`config.mk`:
```
export PLATFORM = sky130hd
export DESIGN_NAME = reg_alu_ctrl_flat
export DESIGN_NICKNAME = d
export VERILOG_FILES = /design/src/rtl/reg_alu_ctrl_pkg.sv /design/src/rtl/reg_alu_ctrl_if.sv /design/src/rtl/reg_alu_ctrl_instr_fifo.sv /design/src/rtl/reg_alu_ctrl.sv /design/src/flat_wrapper.sv
export SDC_FILE = /design/constraint.sdc
export NUM_CORES = 1
export LEC_CHECK = 0
export CAP_MARGIN = 40
export CORE_MARGIN = 3
export CORE_UTILIZATION = 57
export CTS_CLUSTER_SIZE = 25
export DETAILED_ROUTE_END_ITERATION = 7
export PLACE_DENSITY = 0.86
export SLEW_MARGIN = 10
export SYNTH_ARGS = -nofsm -noshare
export SYNTH_HDL_FRONTEND = slang
export SYNTH_SLANG_ARGS = --single-unit
```
`constraint.sdc`:
```
create_clock -name clk -period 4.35 [get_ports clk]
set_clock_uncertainty 0.15 [all_clocks]
set_input_delay 0.6525 -clock clk [delete_from_list [all_inputs] [get_ports clk]]
set_output_delay 0.6525 -clock clk [all_outputs]
set_load 0.01 [all_outputs]
```
`src/rtl/reg_alu_ctrl_pkg.sv`:
```
// reg_alu_ctrl shared definitions: instruction classes,
// field positions, FSM states and the decode helper.
package reg_alu_ctrl_pkg;

    localparam logic [1:0] CLS_ALU   = 2'b00;
    localparam logic [1:0] CLS_LOADI = 2'b01;
    localparam logic [1:0] CLS_NOP   = 2'b10;
    localparam logic [1:0] CLS_RSVD  = 2'b11;

    localparam int CLS_HI    = 15;
    localparam int CLS_LO    = 14;
    localparam int OP_HI     = 13;
    localparam int OP_LO     = 12;
    localparam int ALU_WA_HI = 11;
    localparam int ALU_WA_LO = 9;
    localparam int RA_HI     = 8;
    localparam int RA_LO     = 6;
    localparam int RB_HI     = 5;
    localparam int RB_LO     = 3;
    localparam int LDI_WA_HI = 13;
    localparam int LDI_WA_LO = 11;
    localparam int IMM_HI    = 10;
    localparam int IMM_LO    = 3;

    typedef enum logic [1:0] {
        ST_IDLE = 2'd0,
        ST_EXEC = 2'd1,
        ST_FLAG = 2'd2
    } state_e;

    typedef struct packed {
        logic        sel;
        logic        wr;
        logic [1:0]  op;
        logic [2:0]  rd_a;
        logic [2:0]  rd_b;
        logic [2:0]  wa;
        logic [15:0] d_in;
    } ctrl_t;

    // Static field decode; wr/sel are gated by the FSM in the top.
    function automatic ctrl_t decode(input logic [15:0] ir);
        ctrl_t c;
        logic [1:0] cls;
        cls    = ir[CLS_HI:CLS_LO];
        c.sel  = (cls == CLS_ALU);
        c.wr   = (cls == CLS_ALU) || (cls == CLS_LOADI);
        c.op   = ir[OP_HI:OP_LO];
        c.rd_a = ir[RA_HI:RA_LO];
        c.rd_b = ir[RB_HI:RB_LO];
        c.wa   = (cls == CLS_LOADI) ? ir[LDI_WA_HI:LDI_WA_LO]
                                    : ir[ALU_WA_HI:ALU_WA_LO];
        c.d_in = {8'h00, ir[IMM_HI:IMM_LO]};
        return c;
    endfunction

endpackage

```
`src/rtl/reg_alu_ctrl_if.sv`:
```
// reg_alu_ctrl bus: instruction handshake plus the
// register-file/ALU control bundle and returned carry.
interface reg_alu_ctrl_if;

    logic        in_valid;
    logic        in_ready;
    logic [15:0] in_instr;
    logic        cout;
    logic        sel;
    logic        wr;
    logic [1:0]  op;
    logic [2:0]  rd_addr_a;
    logic [2:0]  rd_addr_b;
    logic [2:0]  wr_addr;
    logic [15:0] d_in;

    modport master (
        output in_valid, in_instr, cout,
        input  in_ready, sel, wr, op,
        input  rd_addr_a, rd_addr_b, wr_addr, d_in
    );

    modport slave (
        input  in_valid, in_instr, cout,
        output in_ready, sel, wr, op,
        output rd_addr_a, rd_addr_b, wr_addr, d_in
    );

endinterface

```
`src/rtl/reg_alu_ctrl_instr_fifo.sv`:
```
// First-word-fall-through instruction buffer with a
// registered occupancy count; pointers wrap modulo DEPTH.
module instr_fifo #(
    parameter int WIDTH = 16,
    parameter int DEPTH = 4
) (
    input  logic             clk,
    input  logic             reset,
    input  logic             push,
    input  logic             pop,
    input  logic [WIDTH-1:0] din,
    output logic [WIDTH-1:0] dout,
    output logic             full,
    output logic             empty
);

    localparam int AW = (DEPTH > 1) ? $clog2(DEPTH) : 1;
    localparam logic [AW:0] FULL_CNT = (AW+1)'(DEPTH);

    logic [WIDTH-1:0] mem [DEPTH];
    logic [AW-1:0]    wp;
    logic [AW-1:0]    rp;
    logic [AW:0]      cnt;
    logic             do_push;
    logic             do_pop;

    assign do_push = push & ~full;
    assign do_pop  = pop & ~empty;
    assign full    = (cnt == FULL_CNT);
    assign empty   = (cnt == '0);
    assign dout    = mem[rp];

    // Pointer and occupancy bookkeeping.
    always_ff @(posedge clk or negedge reset) begin
        if (!reset) begin
            wp  <= '0;
            rp  <= '0;
            cnt <= '0;
        end else begin
            if (do_push) wp <= wp + 1'b1;
            if (do_pop)  rp <= rp + 1'b1;
            unique case ({do_push, do_pop})
                2'b10:   cnt <= cnt + 1'b1;
                2'b01:   cnt <= cnt - 1'b1;
                default: cnt <= cnt;
            endcase
        end
    end

    // Storage array; contents are don't-care while empty.
    always_ff @(posedge clk) begin
        if (do_push) mem[wp] <= din;
    end

endmodule

```
`src/rtl/reg_alu_ctrl.sv`:
```
// reg_alu_ctrl: buffers instructions, sequences them through
// IDLE/EXEC/FLAG and drives the reg_alu control bundle.
module reg_alu_ctrl
    import reg_alu_ctrl_pkg::*;
#(
    parameter int FIFO_DEPTH = 4
) (
    input  logic           clk,
    input  logic           reset,
    reg_alu_ctrl_if.slave  bus,
    output logic           carry,
    output logic           busy,
    output logic           done,
    output logic           err
);

    state_e      state;
    state_e      state_nxt;
    logic [15:0] ir;
    logic [15:0] head;
    logic        rdy_q;
    logic        full;
    logic        empty;
    logic        push;
    logic        pop;
    logic        exec;
    logic [1:0]  cls;
    ctrl_t       dec;

    assign push         = bus.in_valid & bus.in_ready;
    assign bus.in_ready = rdy_q & ~full;
    assign pop          = ~empty &
                          ((state == ST_IDLE) || (state == ST_FLAG));

    instr_fifo #(
        .WIDTH (16),
        .DEPTH (FIFO_DEPTH)
    ) u_fifo (
        .clk   (clk),
        .reset (reset),
        .push  (push),
        .pop   (pop),
        .din   (bus.in_instr),
        .dout  (head),
        .full  (full),
        .empty (empty)
    );

    // Next-state: EXEC always lasts one cycle, FLAG chains
    // straight into the next EXEC when work is waiting.
    always_comb begin
        state_nxt = state;
        unique case (1'b1)
            state == ST_IDLE: state_nxt = empty ? ST_IDLE : ST_EXEC;
            state == ST_EXEC: state_nxt = ST_FLAG;
            state == ST_FLAG: state_nxt = empty ? ST_IDLE : ST_EXEC;
            default:          state_nxt = ST_IDLE;
        endcase
    end

    // State, instruction register and ready-after-reset flag.
    always_ff @(posedge clk or negedge reset) begin
        if (!reset) begin
            state <= ST_IDLE;
            ir    <= '0;
            rdy_q <= 1'b0;
        end else begin
            state <= state_nxt;
            rdy_q <= 1'b1;
            if (pop) ir <= head;
        end
    end

    // Sticky carry: only ALU-class instructions sample cout.
    always_ff @(posedge clk or negedge reset) begin
        if (!reset) begin
            carry <= 1'b0;
        end else if (state == ST_FLAG && cls == CLS_ALU) begin
            carry <= bus.cout;
        end
    end

    assign cls  = ir[CLS_HI:CLS_LO];
    assign dec  = decode(ir);
    assign exec = (state == ST_EXEC);

    assign bus.wr        = exec & dec.wr;
    assign bus.sel       = exec & dec.sel;
    assign bus.op        = dec.op;
    assign bus.rd_addr_a = dec.rd_a;
    assign bus.rd_addr_b = dec.rd_b;
    assign bus.wr_addr   = dec.wa;
    assign bus.d_in      = dec.d_in;

    assign done = (state == ST_FLAG);
    assign err  = done & (cls == CLS_RSVD);
    assign busy = (state != ST_IDLE) | ~empty;

endmodule

```
`src/flat_wrapper.sv`:
```
// flat-port wrapper written by rule: the top's interface ports become plain ports
module reg_alu_ctrl_flat import reg_alu_ctrl_pkg::*;
#(
    parameter int FIFO_DEPTH = 4
)
  (clk, reset, carry, busy, done, err, bus_in_valid, bus_in_instr, bus_cout, bus_in_ready, bus_sel, bus_wr, bus_op, bus_rd_addr_a, bus_rd_addr_b, bus_wr_addr, bus_d_in);
  reg_alu_ctrl_if bus_i ();
  input  logic clk;
  input  logic reset;
  output logic carry;
  output logic busy;
  output logic done;
  output logic err;
  input wire logic [$bits(bus_i.in_valid)-1:0] bus_in_valid;
  input wire logic [$bits(bus_i.in_instr)-1:0] bus_in_instr;
  input wire logic [$bits(bus_i.cout)-1:0] bus_cout;
  output wire logic [$bits(bus_i.in_ready)-1:0] bus_in_ready;
  output wire logic [$bits(bus_i.sel)-1:0] bus_sel;
  output wire logic [$bits(bus_i.wr)-1:0] bus_wr;
  output wire logic [$bits(bus_i.op)-1:0] bus_op;
  output wire logic [$bits(bus_i.rd_addr_a)-1:0] bus_rd_addr_a;
  output wire logic [$bits(bus_i.rd_addr_b)-1:0] bus_rd_addr_b;
  output wire logic [$bits(bus_i.wr_addr)-1:0] bus_wr_addr;
  output wire logic [$bits(bus_i.d_in)-1:0] bus_d_in;
  assign bus_i.in_valid = bus_in_valid;
  assign bus_i.in_instr = bus_in_instr;
  assign bus_i.cout = bus_cout;
  assign bus_in_ready = bus_i.in_ready;
  assign bus_sel = bus_i.sel;
  assign bus_wr = bus_i.wr;
  assign bus_op = bus_i.op;
  assign bus_rd_addr_a = bus_i.rd_addr_a;
  assign bus_rd_addr_b = bus_i.rd_addr_b;
  assign bus_wr_addr = bus_i.wr_addr;
  assign bus_d_in = bus_i.d_in;
  reg_alu_ctrl #(.FIFO_DEPTH(FIFO_DEPTH)) u_core (.clk(clk), .reset(reset), .bus(bus_i), .carry(carry), .busy(busy), .done(done), .err(err));
endmodule
```
==> impl_results.md, run 1 <==
- # DRC: 0
- Fin Setup TNS: 0 ns
- Final cell count without fillers: 286
- 1st-iter DRT viols: 128
- Yosys warns: 0
- Commonest non-fill, non-tap cells in the layout: edfxtp_1, clkdlybuf4s50_1, dfrtp_1, mux2_2
- Highest clock rate: 356 MHz
- Slew HR: 43.0%
- Die extent in y: 81.4 µm
- HPWL after DPL: 3.49 mm
- HP Class: reg -> reg
- Slew Viols, Final: 0
- Clock Latency Late Sink: 0.33 ns
- Cell row count: 26
- Outcome: complete, no violations
- Io pins: 54
- Clock Root Buffer: clkbuf_8
- Core area: 5300 µm²
- FF+latch count, synth: 76
- Die W: 81.4 µm
- Crit-path slowest cell: clkdlybuf4s50_1
- VDD IR-drop max: 0.000324 V
- # H-tree levels: 3
- Post-route ant nets: 0
- P&R area growth vs syn: 16.9%
- DR vias/cell: 5.21
- Unrepaired setup endpoints after global routing: no
- Fin crit share: 64.5%
- Sequential share of the synthesized area: 66.8%
- Req. time, crit path: 3.55 ns
- Vias in the first global route: 1,631
- Clock Tree Buf Depth: 2
- PostCTS Resize Cnt: 0
- Layout cell share with drive strength beyond 1: 20.4%
- Initial antenna violation count: 0
- Net count, final: 237
- LEAKAGE: 1.42 nW
- Clock sink count: 76
- Number of port buffers: 42
- Max incr delay on CP: 0.50 ns
- CTS clock-pin slew for the worst setup and hold paths: 0.08 ns
- Num CTS Buffers: 9
- CP arrival: 2.00 ns
- Mean Syn Cell Area: 18.3 µm²
- Yosys cell types: 27
- Starting Density: 61.0%
- Post-Syn Area: 3240 µm²
- Worst Tran Pin Value: 0.856 ns
- Die area: 6620 µm²
- Router iterations before antenna repair: 4
- CTS tree: done
- Worst path cell trace: nor2b_1, mux2_2, clkdlybuf4s50_1
- WL final: 5.33 mm
- Post-Synthesis Cells: 177
- CP startpoint kind: flop
- # setup viols final: 0
- WS Path Type: reg -> out
- Crit Path Max Fanout: 5
- Total Routing Usage GR: 18.0%
- Commonest non-fill, non-tap cell in the layout: edfxtp_1
- WL/cell: 18.6 µm
- Dpl cells: 270
- GRT overflow: 0
- Final hold violation count: 0
- CTS hold repair buffers: 0
- Pwr per Cell Area: 700 nW/µm²
- CP endpoint kind: primary output
- Post CTS Setup Buffer Count: 0
- Buf/Inv on CP: 1
- Final GP Congestion: 0.647
- Largest net degree at the start of global routing: 16
- Crit-path leading delay family: buffers and inverters
- Diodes inserted: 0
- First-pass GRT wire length: 8.38 mm
- Post-layout minimum cycle time: 2.81 ns
- Via Count: 1,491
- Max cap viols: 0
## metrics by stage
| step | power [mW] | setup WS [ns] | cell area [µm²] | utilization, % | hold slack [ns] |
|---|---|---|---|---|---|
| final | 2.65 | 1.54 | 3780 | 71.4 | 0.309 |
| after global routing | 2.80 | 1.47 | 3780 | 71.4 | 0.334 |
| after CTS | 2.68 | 1.54 | 3780 | 71.4 | 0.312 |
| after detailed placement | 2.10 | 1.73 | 3570 | 67.3 | 0.300 |
| after global placement | 2.03 | 1.83 | 3550 | 67.0 | 0.294 |
| after floorplan | 1.83 | 2.23 | 3260 | - | 0.207 |
## synth_stat cells
master    count  area share, %
mux2_4        8            3.7
dfrtp_1      24             19
o31a_1        1           0.27
xor2_1        3           0.81
nor2b_1       5           0.97
o311a_1       1           0.31
nor3b_1       2           0.46
inv_1         7           0.81
buf_12        1           0.62
xnor2_1       3           0.81
mux2i_1       1           0.31
and2_1        4           0.77
nor2_1        3           0.35
edfxtp_1     52             48
nor3_2        1           0.31
mux4_2        8            5.6
nand2_1       1           0.12
buf_2         1           0.15
buf_4        25            5.8
nor2_2        1           0.19
ha_1          5            1.9
mux2_2       10            3.5
mux4_1        5            4.1
buf_6         1           0.35
and3_1        1           0.19
conb_1        2           0.23
fa_1          1           0.62
## cell type report
cell class	instances	area (µm²)
clock buffer	10	128
clock inverter	6	87.6
timing repair buffer	44	443
fill	313	1520
inverter	7	26.3
sequential	76	2160
tap	70	87.6
multi-input combinational	73	851
## worst paths after layout
check | slack, ns | endpoint | start | depth (start not counted)
max in group asynchronous | 3.04 | u_core.carry | reset | 2
worst min-delay path | 0.31 | u_core.state[1] | u_core.state[1] | 1
worst max register to register | 2.06 | u_core.u_fifo.cnt[2] | u_core.u_fifo.cnt[0] | 8
min in group asynchronous | 0.52 | u_core.ir[10] | reset | 1
worst max-delay path | 1.54 | bus_wr_addr[0] | u_core.ir[14] | 3
worst min register to register | 0.31 | u_core.state[1] | u_core.state[1] | 1
## kinds of logic after synthesis
kind of cell | Yosys count | share of synthesized area [%]
fa+ha+maj | 6 | 2.55
other cells | 2 | 0.232
mux | 32 | 17.1
compound gates | 2 | 0.580
buf+inv | 35 | 7.73
flops | 76 | 66.8
xor+xnor | 6 | 1.62
simple gates | 18 | 3.36
## state kept, by name, summed over array words and instances (netlist names)
signal             count
u_core.carry           1
u_core.ir             13
u_core.rdy_q           1
u_core.state           2
u_core.u_fifo.cnt      3
u_core.u_fifo.mem     52
u_core.u_fifo.rp       2
u_core.u_fifo.wp       2
## layer usage
metal,GRT usage (%),wire [µm],vias to the layer above
li1,-,-,686
met1,21.5,2030,756
met2,31.9,3000,47
met3,3.66,281,2
met4,7.09,12,0
met5,0,0,-
## report_power, final
group	switching (mW)	internal (mW)	leakage, nW
registers	0.172	0.949	0.753
clock network	0.253	0.323	0.101
logic	0.362	0.591	0.562
total	0.786	1.86	1.42
(Power assumes the default switching activity.)
==> run 2: changes to the inputs <==
CORE_UTILIZATION = 48   (was 57)
PLACE_DENSITY = 0.77   (was 0.86)
clock period = 2.5 ns   (was 4.35 ns; I/O delays follow)
==> run 2 against run 1 <==
Clock-buffer cell count rose by 1. Utilization fell by 12 points. Global-route usage fell by 4.2 points. Register-to-register slack got worse by 1.8 ns. Sequential cell count did not move. Cell count rose by 4.2%. First-iteration DRC count fell by 30%. Critical path depth did not move. Sequential power rose by 68%. Largest cell class unchanged. Largest power group unchanged.
==> impl_results.md, run 2 (synthesis results as in run 1) <==
- Largest Register: u_core.u_fifo.mem
- Vias in the first global route: 1,505
- Max incr delay on CP: 0.48 ns
- Via Count: 1,510
- Outcome: complete, no violations
- 1st-iter DRT viols: 90
- Slew Viols, Final: 0
- LEAKAGE: 1.46 nW
- Post-layout minimum cycle time: 2.37 ns
- Die extent in y: 88.1 µm
- Crit-path slowest cell: clkdlybuf4s50_1
- Final GP Congestion: 0.658
- VDD IR-drop max: 0.000543 V
- Final hold violation count: 0
- Final WS setup: 0.132 ns
- Num CTS Buffers: 9
- Slew HR: 58.5%
- Commonest non-fill, non-tap cell in the layout: edfxtp_1
- Fin util: 59.6%
- # H-tree levels: 3
- Unrepaired setup endpoints after global routing: no
- Fin Setup TNS: 0 ns
- HPWL after DPL: 3.13 mm
- Diodes inserted: 0
- First-pass GRT wire length: 7.67 mm
- Clock Latency Late Sink: 0.34 ns
- CP arrival: 1.84 ns
- Cell row count: 29
- Router iterations before antenna repair: 4
- Net count, final: 242
- Worst path cell trace: nor2b_2, mux2_2, clkdlybuf4s50_1
- # setup viols final: 0
- DR vias/cell: 5.07
- WS Path Type: reg -> out
- Core area: 6460 µm²
- Io pins: 54
- CP endpoint kind: primary output
- CTS tree: done
- Number of port buffers: 42
- Clock Root Buffer: clkbuf_8
- CTS clock-pin slew for the worst setup and hold paths: 0.08 ns
- Final Hold Slack: 0.235 ns
- WL final: 4.70 mm
- Die W: 88.1 µm
- CP startpoint kind: flop
- WL/cell: 15.8 µm
- Clock Tree Buf Depth: 2
- Highest clock rate: 422 MHz
- # DRC: 0
- GRT overflow: 0
- P&R area growth vs syn: 19.0%
- Initial antenna violation count: 0
- Req. time, crit path: 1.98 ns
- Post-place setup slack: 0.231 ns
- Largest net degree at the start of global routing: 25
- Fin crit share: 94.7%
- Starting Density: 50.1%
- Largest registers: u_core.u_fifo.mem (52), u_core.ir (13), u_core.u_fifo.cnt (3)
- Max cap viols: 0
- Crit Path Max Fanout: 5
- Post-route ant nets: 0
- HP Class: in -> async
- Commonest non-fill, non-tap cells in the layout: edfxtp_1, clkdlybuf4s50_1, dfrtp_1, mux2_2, clkbuf_8
- Post CTS Setup Buffer Count: 0
- Total Routing Usage GR: 13.8%
- Layout cell share with drive strength beyond 1: 22.6%
- Worst Tran Pin Value: 0.622 ns
- Max reg flops: 52
- Clock sink count: 76
- Pwr per Cell Area: 1220 nW/µm²
- Die area: 7770 µm²
-- run 2: per-layer routing --
| layer | global-route usage [%] | share of wire, % | vias to the layer above |
|---|---|---|---|
| li1 | - | - | 701 |
| met1 | 18.4 | 43 | 762 |
| met2 | 20.8 | 51 | 42 |
| met3 | 3.39 | 5.0 | 5 |
| met4 | 7.83 | 1.1 | 0 |
| met5 | 0 | 0 | - |
-- run 2: worst paths after layout --
path | slack (ns) | cells past startpoint | start | end
worst max-delay path | 0.13 | 3 | u_core.ir[14] | bus_wr_addr[0]
worst min-delay path | 0.24 | 2 | reset | u_core.ir[4]
worst max register to register | 0.31 | 8 | u_core.u_fifo.cnt[0] | u_core.u_fifo.cnt[2]
worst min register to register | 0.32 | 1 | u_core.state[1] | u_core.state[1]
max in group asynchronous | 1.71 | 2 | reset | u_core.ir[6]
min in group clk | 0.32 | 1 | u_core.state[1] | u_core.state[1]
-- run 2: final cells by class --
class                   instances  area, µm²
flip-flops and latches         76       2160
clock inverters                 5       98.8
fillers                       492       2610
clock buffers                  11        141
inverters                       7       26.3
repair buffers                 49        473
multi-input cells              73        853
well taps                      77       96.3
-- run 2: stage by stage --
step                      power [mW]  area (µm²)  std cells
after global placement          3.59        3610        282
after detailed placement        3.64        3610        282
final                           4.69        3850        298
after floorplan                 3.19        3260        184
after global routing            4.97        3850        298
after CTS                       4.75        3850        298
-- run 2: report_power, final --
group          internal (mW)  total (mW)  leakage, nW  switching, mW
Clock                  0.686        1.10        0.121          0.414
Combinational           1.04        1.70        0.587          0.658
Sequential              1.65        1.88        0.753          0.233
Total                   3.38        4.69         1.46           1.31
-- run 2: critical path, delay by kind of cell (launching register included) --
| family | cells | cell delay [ns] |
|---|---|---|
| buffers and inverters | 1 | 0.48 |
| multiplexers | 1 | 0.36 |
| AND/OR/NAND/NOR | 1 | 0.26 |
| flip-flops | 1 | 0.40 |
-- run 2: what timing repair did --
| item | in CTS | in global routing |
|---|---|---|
| hold endpoints to repair | 0 | 0 |
| hold buffers | 0 | 0 |
| resized for setup | 1 | 0 |
| endpoints found under the setup margin | 1 | 0 |
==> run 3: changes to the inputs <==
clock period = 2.1 ns   (was 2.5 ns; I/O delays follow)
==> run 3 against run 2 <==
First-iteration DRC count is 18% lower. Clock power is 10% higher. Sequential cell count stayed put. Sequential share of layout area is 1.9 points lower. Routed wire length is 9.2% higher. Die area stayed put. Worst hold slack worse by 0.057 ns. Critical path type is now reg -> reg.
==> impl_results.md, run 3 (synthesis results as in run 1) <==
- Die area: 7770 µm²
- Total power: 5.67 mW
- Req. time, crit path: 2.22 ns
- Crit Path Max Fanout: 2
- Clock Tree Buf Depth: 2
- Max cap viols: 0
- HP Class: in -> async
- Final Hold Slack: 0.179 ns
- Die W: 88.1 µm
- Diodes inserted: 0
- Vias in the first global route: 1,589
- Commonest non-fill, non-tap cells in the layout: edfxtp_1, clkdlybuf4s50_1, dfrtp_1, buf_4, mux2_2
- Num CTS Buffers: 9
- First-pass GRT wire length: 8.25 mm
- WL/cell: 16.6 µm
- CP endpoint kind: flop
- CP arrival: 2.13 ns
- Net count, final: 253
- Max reg flops: 52
- Number of port buffers: 42
- P&R area growth vs syn: 23.1%
- CTS tree: done
- Fin Setup TNS: 0 ns
- Post-layout minimum cycle time: 2.01 ns
- Pwr per Cell Area: 1420 nW/µm²
- HPWL after DPL: 3.33 mm
- Commonest non-fill, non-tap cell in the layout: edfxtp_1
- # H-tree levels: 3
- DR vias/cell: 5.01
- Initial antenna violation count: 0
- Io pins: 54
- Clock Root Buffer: clkbuf_8
- # DRC: 0
- Fin crit share: 95.8%
- WL final: 5.13 mm
- Total Routing Usage GR: 14.9%
- Largest Register: u_core.u_fifo.mem
- Final GP Congestion: 0.727
- Clock Latency Late Sink: 0.34 ns
- Largest net degree at the start of global routing: 25
- Fin util: 61.7%
- Die extent in y: 88.1 µm
- CP startpoint kind: flop
- # setup viols final: 0
- Outcome: complete, no violations
- Final hold violation count: 0
- CTS clock-pin slew for the worst setup and hold paths: 0.08 ns
- Unrepaired setup endpoints after global routing: yes
- Clock sink count: 76
- Slew Viols, Final: 0
- Largest registers: u_core.u_fifo.mem (52), u_core.ir (13), u_core.u_fifo.cnt (3)
- 1st-iter DRT viols: 74
- Cell row count: 29
- LEAKAGE: 1.56 nW
- VDD IR-drop max: 0.000991 V
- Via Count: 1,548
- WS Path Type: reg -> reg
- Layout cell share with drive strength beyond 1: 28.0%
- Core area: 6460 µm²
- Router iterations before antenna repair: 4
- Post-route ant nets: 0
- GRT overflow: 0
- Highest clock rate: 497 MHz
- Starting Density: 50.1%
run 3: final cells by class:
cell class	instances	area [µm²]
fill	476	2470
sequential	76	2160
multi-input combinational	73	867
timing repair buffer	60	612
clock buffer	9	124
clock inverter	7	96.3
tap	77	96.3
inverter	7	26.3
run 3: per-stage QoR:
| stage | worst slack (ns) | cell area, µm² | std cells |
|---|---|---|---|
| 5_1_grt | -0.0614 | 3980 | 309 |
| 6_report | 0.0872 | 3980 | 309 |
| 2_1_floorplan | 0.0137 | 3270 | 184 |
| 3_3_place_gp | 0.0169 | 3720 | 289 |
| 3_5_place_dp | 0.00160 | 3720 | 289 |
| 4_1_cts | -0.00298 | 3970 | 307 |
run 3: final timing paths:
kind,slack (ns),cells after the start,startpoint,end
min reg2reg,0.32,1,u_core.state[1],u_core.state[1]
max,0.09,8,u_core.u_fifo.cnt[0],u_core.u_fifo.cnt[2]
min in group clk,0.32,1,u_core.state[1],u_core.state[1]
max in group asynchronous,1.37,2,reset,u_core.u_fifo.rp[1]
min,0.18,2,reset,u_core.ir[5]
max reg2reg,0.09,8,u_core.u_fifo.cnt[0],u_core.u_fifo.cnt[2]
run 3: critical path: stages, from the launching register on:
cell	delay [ns]
dfrtp_1	0.39
o311a_1	0.37
inv_1	0.06
ha_1	0.15
inv_1	0.05
fa_1	0.37
xor2_1	0.15
nor2_1	0.13
xnor2_1	0.12
run 3: timing repair:
action	CTS	global route
buffers inserted	2	2
pin swaps	1	2
resized for setup	11	2
setup endpoints to repair	8	2
hold buffers	0	0
run 3: metal layers:
layer,routed length (µm),GRT usage [%],share of wire (%),up-vias
met2,2460,22.1,48,41
met5,0,0,0,-
met3,239,4.70,4.7,4
met1,2380,20.7,46,781
li1,-,-,-,722
met4,53,6.18,1.0,0
run 3: report_power, final:
part / switching [mW] / total [mW] / internal (mW) / leakage, nW
Combinational: 0.937 / 2.31 / 1.37 / 0.692
Sequential: 0.190 / 2.16 / 1.97 / 0.753
Clock: 0.531 / 1.21 / 0.675 / 0.114
==> edit 1: new RTL, config.mk and constraints of run 3 <==
Re-encode `state_e` (3 states) as one-hot, 3 bits wide.
--- a/src/rtl/reg_alu_ctrl_pkg.sv
+++ b/src/rtl/reg_alu_ctrl_pkg.sv
@@ -24,6 +24,6 @@
 
-    typedef enum logic [1:0] {
-        ST_IDLE = 2'd0,
-        ST_EXEC = 2'd1,
-        ST_FLAG = 2'd2
+    typedef enum logic [2:0] {
+        ST_IDLE = 3'b001,
+        ST_EXEC = 3'b010,
+        ST_FLAG = 3'b100
     } state_e;
Function: same outputs for any inputs over 10 cycles, from zero or initial values and one cycle with reset low; not proved beyond that.
==> edit 1 against run 3 <==
Sequential share of layout area down 0.66 points; design area up 2.6%; routed wire length up 7.7%; critical path depth unchanged; fmax down 3.1%; sequential cell count up 1; power up 6.9%; worst setup slack worse by 65 ps; core utilization up 1.2 points; synthesized area up 1.7%; critical path type unchanged; highest routed layer unchanged.
==> edit 1: results (changes against run 3) <==
logic_synthesis:
  yosysUniqueCellTypes: 31  # was 27
  synth_area_per_cell_um2: 18.2  # was 18.3 µm²
  synth_mux_area_share_pct: 16.8  # was 17.1%
  synth_common_cells: "edfxtp_1, buf_4, dfrtp_1"  # unchanged
  synth_compound_area_share_pct: 0.570  # was 0.580%
  synthArstFlopShare_pct: 32.5  # was 31.6%
  synthAdderAreaFrac_pct: 2.51  # was 2.55%
  ys_seq_area_share_pct: 66.5  # was 66.8%
  synth_xor_xnor_area_share_pct: 1.86  # was 1.62%
grt:
  grt_pass1_wl_mm: 9.08  # was 8.25 mm
  grt_use_met3_pct: 4.00  # was 4.70%
  track_usage_pct: 16.2  # was 14.9%
run_status:
  status: "completed"  # unchanged
drt:
  viasPerCell: 5.08  # was 5.01
  drt_iter0_drc: 87  # was 74
  wl_met1_mm: 2.43  # was 2.38 mm
  wl_met3_um: 227  # was 239 µm
setup_path:
  r2r_setup_slack_ps: 20  # was 90 ps
  cp_max_fo: 4  # was 2
finish:
  final_nets: 264  # was 253
  reg_top3: "u_core.u_fifo.mem x52, u_core.ir x13"  # was u_core.u_fifo.mem x52, u_core.ir x13, u_core.u_fifo.cnt x3
power:
  p_leak_nw: 1.60  # was 1.56 nW
  peakVddDrop_mv: 0.773  # was 0.991 mV
  p_switching_mw: 1.80  # was 1.66 mW
placement:
  dp_hpwl_mm: 3.63  # was 3.33 mm
  preCtsSetupSlack_ps: -16.4  # was 1.60 ps
  dpl.cell_count: 297  # was 289
## edit 1: cell count changes in the layout (fill, tap and decap cells not counted), sizes merged, moves of 2 or more
cell and delta:
nor3 +2, nor2b -4, clkbuf +3, buf +10, dlygate4sd2 -5, clkdlybuf4s15 +2
## edit 1: worst max-delay path by stage
stage / start / to / slack, ps / cells after the start
2_1_floorplan: u_core.state[0]$_DFF_PN1_ / u_core.u_fifo.cnt[2]$_DFFE_PN0P_ / -220 / 9
3_3_place_gp: bus_in_valid / u_core.u_fifo.cnt[2]$_DFFE_PN0P_ / 20 / 9
3_5_place_dp: u_core.state[2]$_DFF_PN0_ / bus_sel / -20 / 3
4_1_cts: u_core.u_fifo.cnt[0]$_DFFE_PN0P_ / u_core.u_fifo.cnt[2]$_DFFE_PN0P_ / 5 / 8
5_1_grt: u_core.state[0]$_DFF_PN1_ / u_core.u_fifo.cnt[2]$_DFFE_PN0P_ / -40 / 8
6_report: u_core.state[0]$_DFF_PN1_ / u_core.u_fifo.cnt[2]$_DFFE_PN0P_ / 20 / 8
## edit 1: power groups by stage
stage          logic [mW]  clock network, mW  registers (mW)
2_1_floorplan        1.84                  0            2.22
3_3_place_gp         2.43                  0            2.24
3_5_place_dp         2.51                  0            2.25
4_1_cts              2.51               1.19            2.23
5_1_grt              2.90               1.26            2.27
6_report             2.68               1.16            2.22
## edit 1: layout make-up
type	count	area (µm²)	share of cell area [%]
clock buffer	11	131	3.21
clock inverter	5	75.1	1.84
inverter	8	30.0	0.735
multi-input combinational	75	923	22.6
sequential	77	2190	53.6
tap	77	96.3	2.36
timing repair buffer	67	639	15.6
## edit 1: worst max-delay path, stage by stage (launching register included)
cell and delay, ps:
dfstp_2 610, xnor2_4 90, nor3_4 240, ha_4 170
inv_2 40, fa_2 330, xor2_1 150, nor2_1 110
xnor2_1 120
==> edit 2: new RTL, flow settings as in run 3 <==
Without the edit above. Make the reset (`reset`) synchronous in 3 clocked blocks.
--- a/src/rtl/reg_alu_ctrl_instr_fifo.sv
+++ b/src/rtl/reg_alu_ctrl_instr_fifo.sv
@@ -33,3 +33,3 @@
     // Pointer and occupancy bookkeeping.
-    always_ff @(posedge clk or negedge reset) begin
+    always_ff @(posedge clk) begin
         if (!reset) begin
--- a/src/rtl/reg_alu_ctrl.sv
+++ b/src/rtl/reg_alu_ctrl.sv
@@ -61,3 +61,3 @@
     // State, instruction register and ready-after-reset flag.
-    always_ff @(posedge clk or negedge reset) begin
+    always_ff @(posedge clk) begin
         if (!reset) begin
@@ -74,3 +74,3 @@
     // Sticky carry: only ALU-class instructions sample cout.
-    always_ff @(posedge clk or negedge reset) begin
+    always_ff @(posedge clk) begin
         if (!reset) begin
Check against the original RTL: differs if reset is asserted again (counterexample within 4 cycles, from zero or initial values and one cycle with reset low); with reset held inactive, the same outputs for 10 cycles.
==> edit 2 against run 3 <==
Hold slack better by 170 ps; worst setup slack got worse by 65 ps; design area fell by 4.6%; power down 21%; sequential cell count unchanged; via count is 6.2% higher; routed wire length grew 1.7%; non-clock buffer count down 4; clock power is 20% lower; first-iteration DRC count is 24% higher; synthesized area fell by 3.1%; critical endpoint is now u_core.u_fifo.cnt[2]$_SDFFE_PN0P_; largest power group is now sequential cells; highest routed layer unchanged.
==> edit 2: results (changes against run 3) <==
logic_synthesis:
  synth_common_cells: "edfxtp_1, buf_4, dfxtp_1"  # was edfxtp_1, buf_4, dfrtp_1
  synth_mux_area_share_pct: 12.1  # was 17.1%
  synth_xor_xnor_area_share_pct: 0.559  # was 1.62%
  synth_area_per_cell_um2: 16.1  # was 18.3 µm²
  synthArstFlopShare_pct: 0  # was 31.6%
  synth_compound_area_share_pct: 5.47  # was 0.580%
  yosysUniqueCellTypes: 36  # was 27
  synthAdderAreaFrac_pct: 2.63  # was 2.55%
  ys_seq_area_share_pct: 65.1  # was 66.8%
  ys_top_cells_by_area: "edfxtp_1, dfxtp_1, buf_4, mux4_1, mux4_2"  # was edfxtp_1, dfrtp_1, buf_4, mux4_2, mux4_1
min_path:
  min_from: "u_core.carry$_SDFFE_PN0P_"
  hp-class: "reg2reg"  # was in2async
placement:
  dpl_cell_area_mm2: 0.00358  # was 0.00372 mm²
  place.gp.congestion: 0.781  # was 0.727
  dpl.cell_count: 302  # was 289
  dp_hpwl_mm: 3.51  # was 3.33 mm
setup_path:
  cp_slowest_cell: "or3_1"  # was dfrtp_1
  r2r-start: "u_core.u_fifo.cnt[0]$_SDFFE_PN0P_"  # was u_core.u_fifo.cnt[0]$_DFFE_PN0P_
  r2r_setup_slack_ps: 20  # was 90 ps
  reg2reg_to: "u_core.u_fifo.cnt[2]$_SDFFE_PN0P_"  # was u_core.u_fifo.cnt[2]$_DFFE_PN0P_
  rr_worst_depth: 9  # was 8
  cp.arrival_ps: 2200  # was 2130 ps
  cp_max_fo: 3  # was 2
run_status:
  status: "completed"  # unchanged
power:
  peakVddDrop_mv: 0.762  # was 0.991 mV
  p_leak_nw: 1.36  # was 1.56 nW
finish:
  largest_reg_flops: 52  # unchanged
  drive_gt1_share_pct: 22.1  # was 28.0%
  final_nets: 265  # was 253
  fillCellCount: 432  # was 476
drt:
  vias: 1644  # was 1548
  drt_iter0_drc: 92  # was 74
  viasPerCell: 5.15  # was 5.01
  wl_per_cell_um: 16.4  # was 16.6 µm
sta:
  holdWs_ps: 348  # was 179 ps
grt:
  track_usage_pct: 15.0  # was 14.9%
  grt_pass1_wl_mm: 8.31  # was 8.25 mm
  grt_max_degree: 16  # was 25
clock_network:
  cts-root-buf: "clkbuf_8"  # unchanged
-- edit 2: metrics by stage --
stage | setup WS [ps] | setup TNS [ps] | util [%]
floorplan | 15.3 | 0 | -
global placement | -174 | -175 | 58.4
detailed placement | -223 | -255 | 58.4
CTS | 11.4 | 0 | 61.5
global route | -60.8 | -60.8 | 62.0
finish | 22.5 | 0 | 62.0
-- edit 2: cell type report --
cell class              count  area (µm²)  share of cell area [%]
well taps                  75        93.8                    2.47
repair buffers             56         574                    15.1
flip-flops and latches     76        2050                    53.9
clock buffers               9         124                    3.26
multi-input cells          88         876                    23.0
inverters                   8        30.0                   0.790
clock inverters             7        52.6                    1.38
-- edit 2: what timing repair did --
action,4_1_cts,5_1_grt
resized for setup,9,9
hold buffers,0,0
endpoints found under the setup margin,5,2
hold endpoints to repair,0,0
buffers inserted,0,1
pin swaps,0,2
-- edit 2: how the worst max path moves through the flow --
stage                                            startpoint                           endpoint  cells after the start
final                     u_core.u_fifo.cnt[0]$_SDFFE_PN0P_  u_core.u_fifo.cnt[2]$_SDFFE_PN0P_                      9
after global routing      u_core.u_fifo.cnt[0]$_SDFFE_PN0P_  u_core.u_fifo.cnt[2]$_SDFFE_PN0P_                      9
after CTS                 u_core.u_fifo.cnt[0]$_SDFFE_PN0P_  u_core.u_fifo.cnt[2]$_SDFFE_PN0P_                      9
after detailed placement                       bus_in_valid  u_core.u_fifo.cnt[2]$_SDFFE_PN0P_                     10
after global placement                         bus_in_valid  u_core.u_fifo.cnt[2]$_SDFFE_PN0P_                     10
after floorplan           u_core.u_fifo.cnt[0]$_SDFFE_PN0P_  u_core.u_fifo.cnt[2]$_SDFFE_PN0P_                      9
-- edit 2: kinds of logic after synthesis --
group | after synthesis
buf+inv | 38
simple gates | 30
flops | 76
fa+ha+maj | 6
compound gates | 23
other cells | 1
mux | 19
xor+xnor | 2
-- edit 2: worst max-delay path, delay by kind of cell (launching register included) --
kind | cells | cell delay [ps]
AND/OR/NAND/NOR | 2 | 520
adder cells (fa/ha/maj) | 2 | 500
AO/OA/AOI/OAI | 2 | 180
buffers and inverters | 2 | 110
XOR/XNOR | 1 | 180
flip-flops | 1 | 370
-- edit 2: per-layer routing --
| metal | global-route usage (%) | vias to the layer above | share of wire (%) |
|---|---|---|---|
| li1 | - | 792 | - |
| met1 | 20.7 | 792 | 45 |
| met2 | 23.2 | 52 | 49 |
| met3 | 2.38 | 8 | 4.8 |
| met4 | 7.65 | 0 | 1.8 |
| met5 | 0 | - | 0 |
-- edit 2: power by group --
part	leakage (nW)	internal [mW]	switching, mW
sequential	0.671	1.82	0.221
clock	0.0795	0.432	0.537
combinational	0.610	0.853	0.624
total	1.36	3.10	1.38
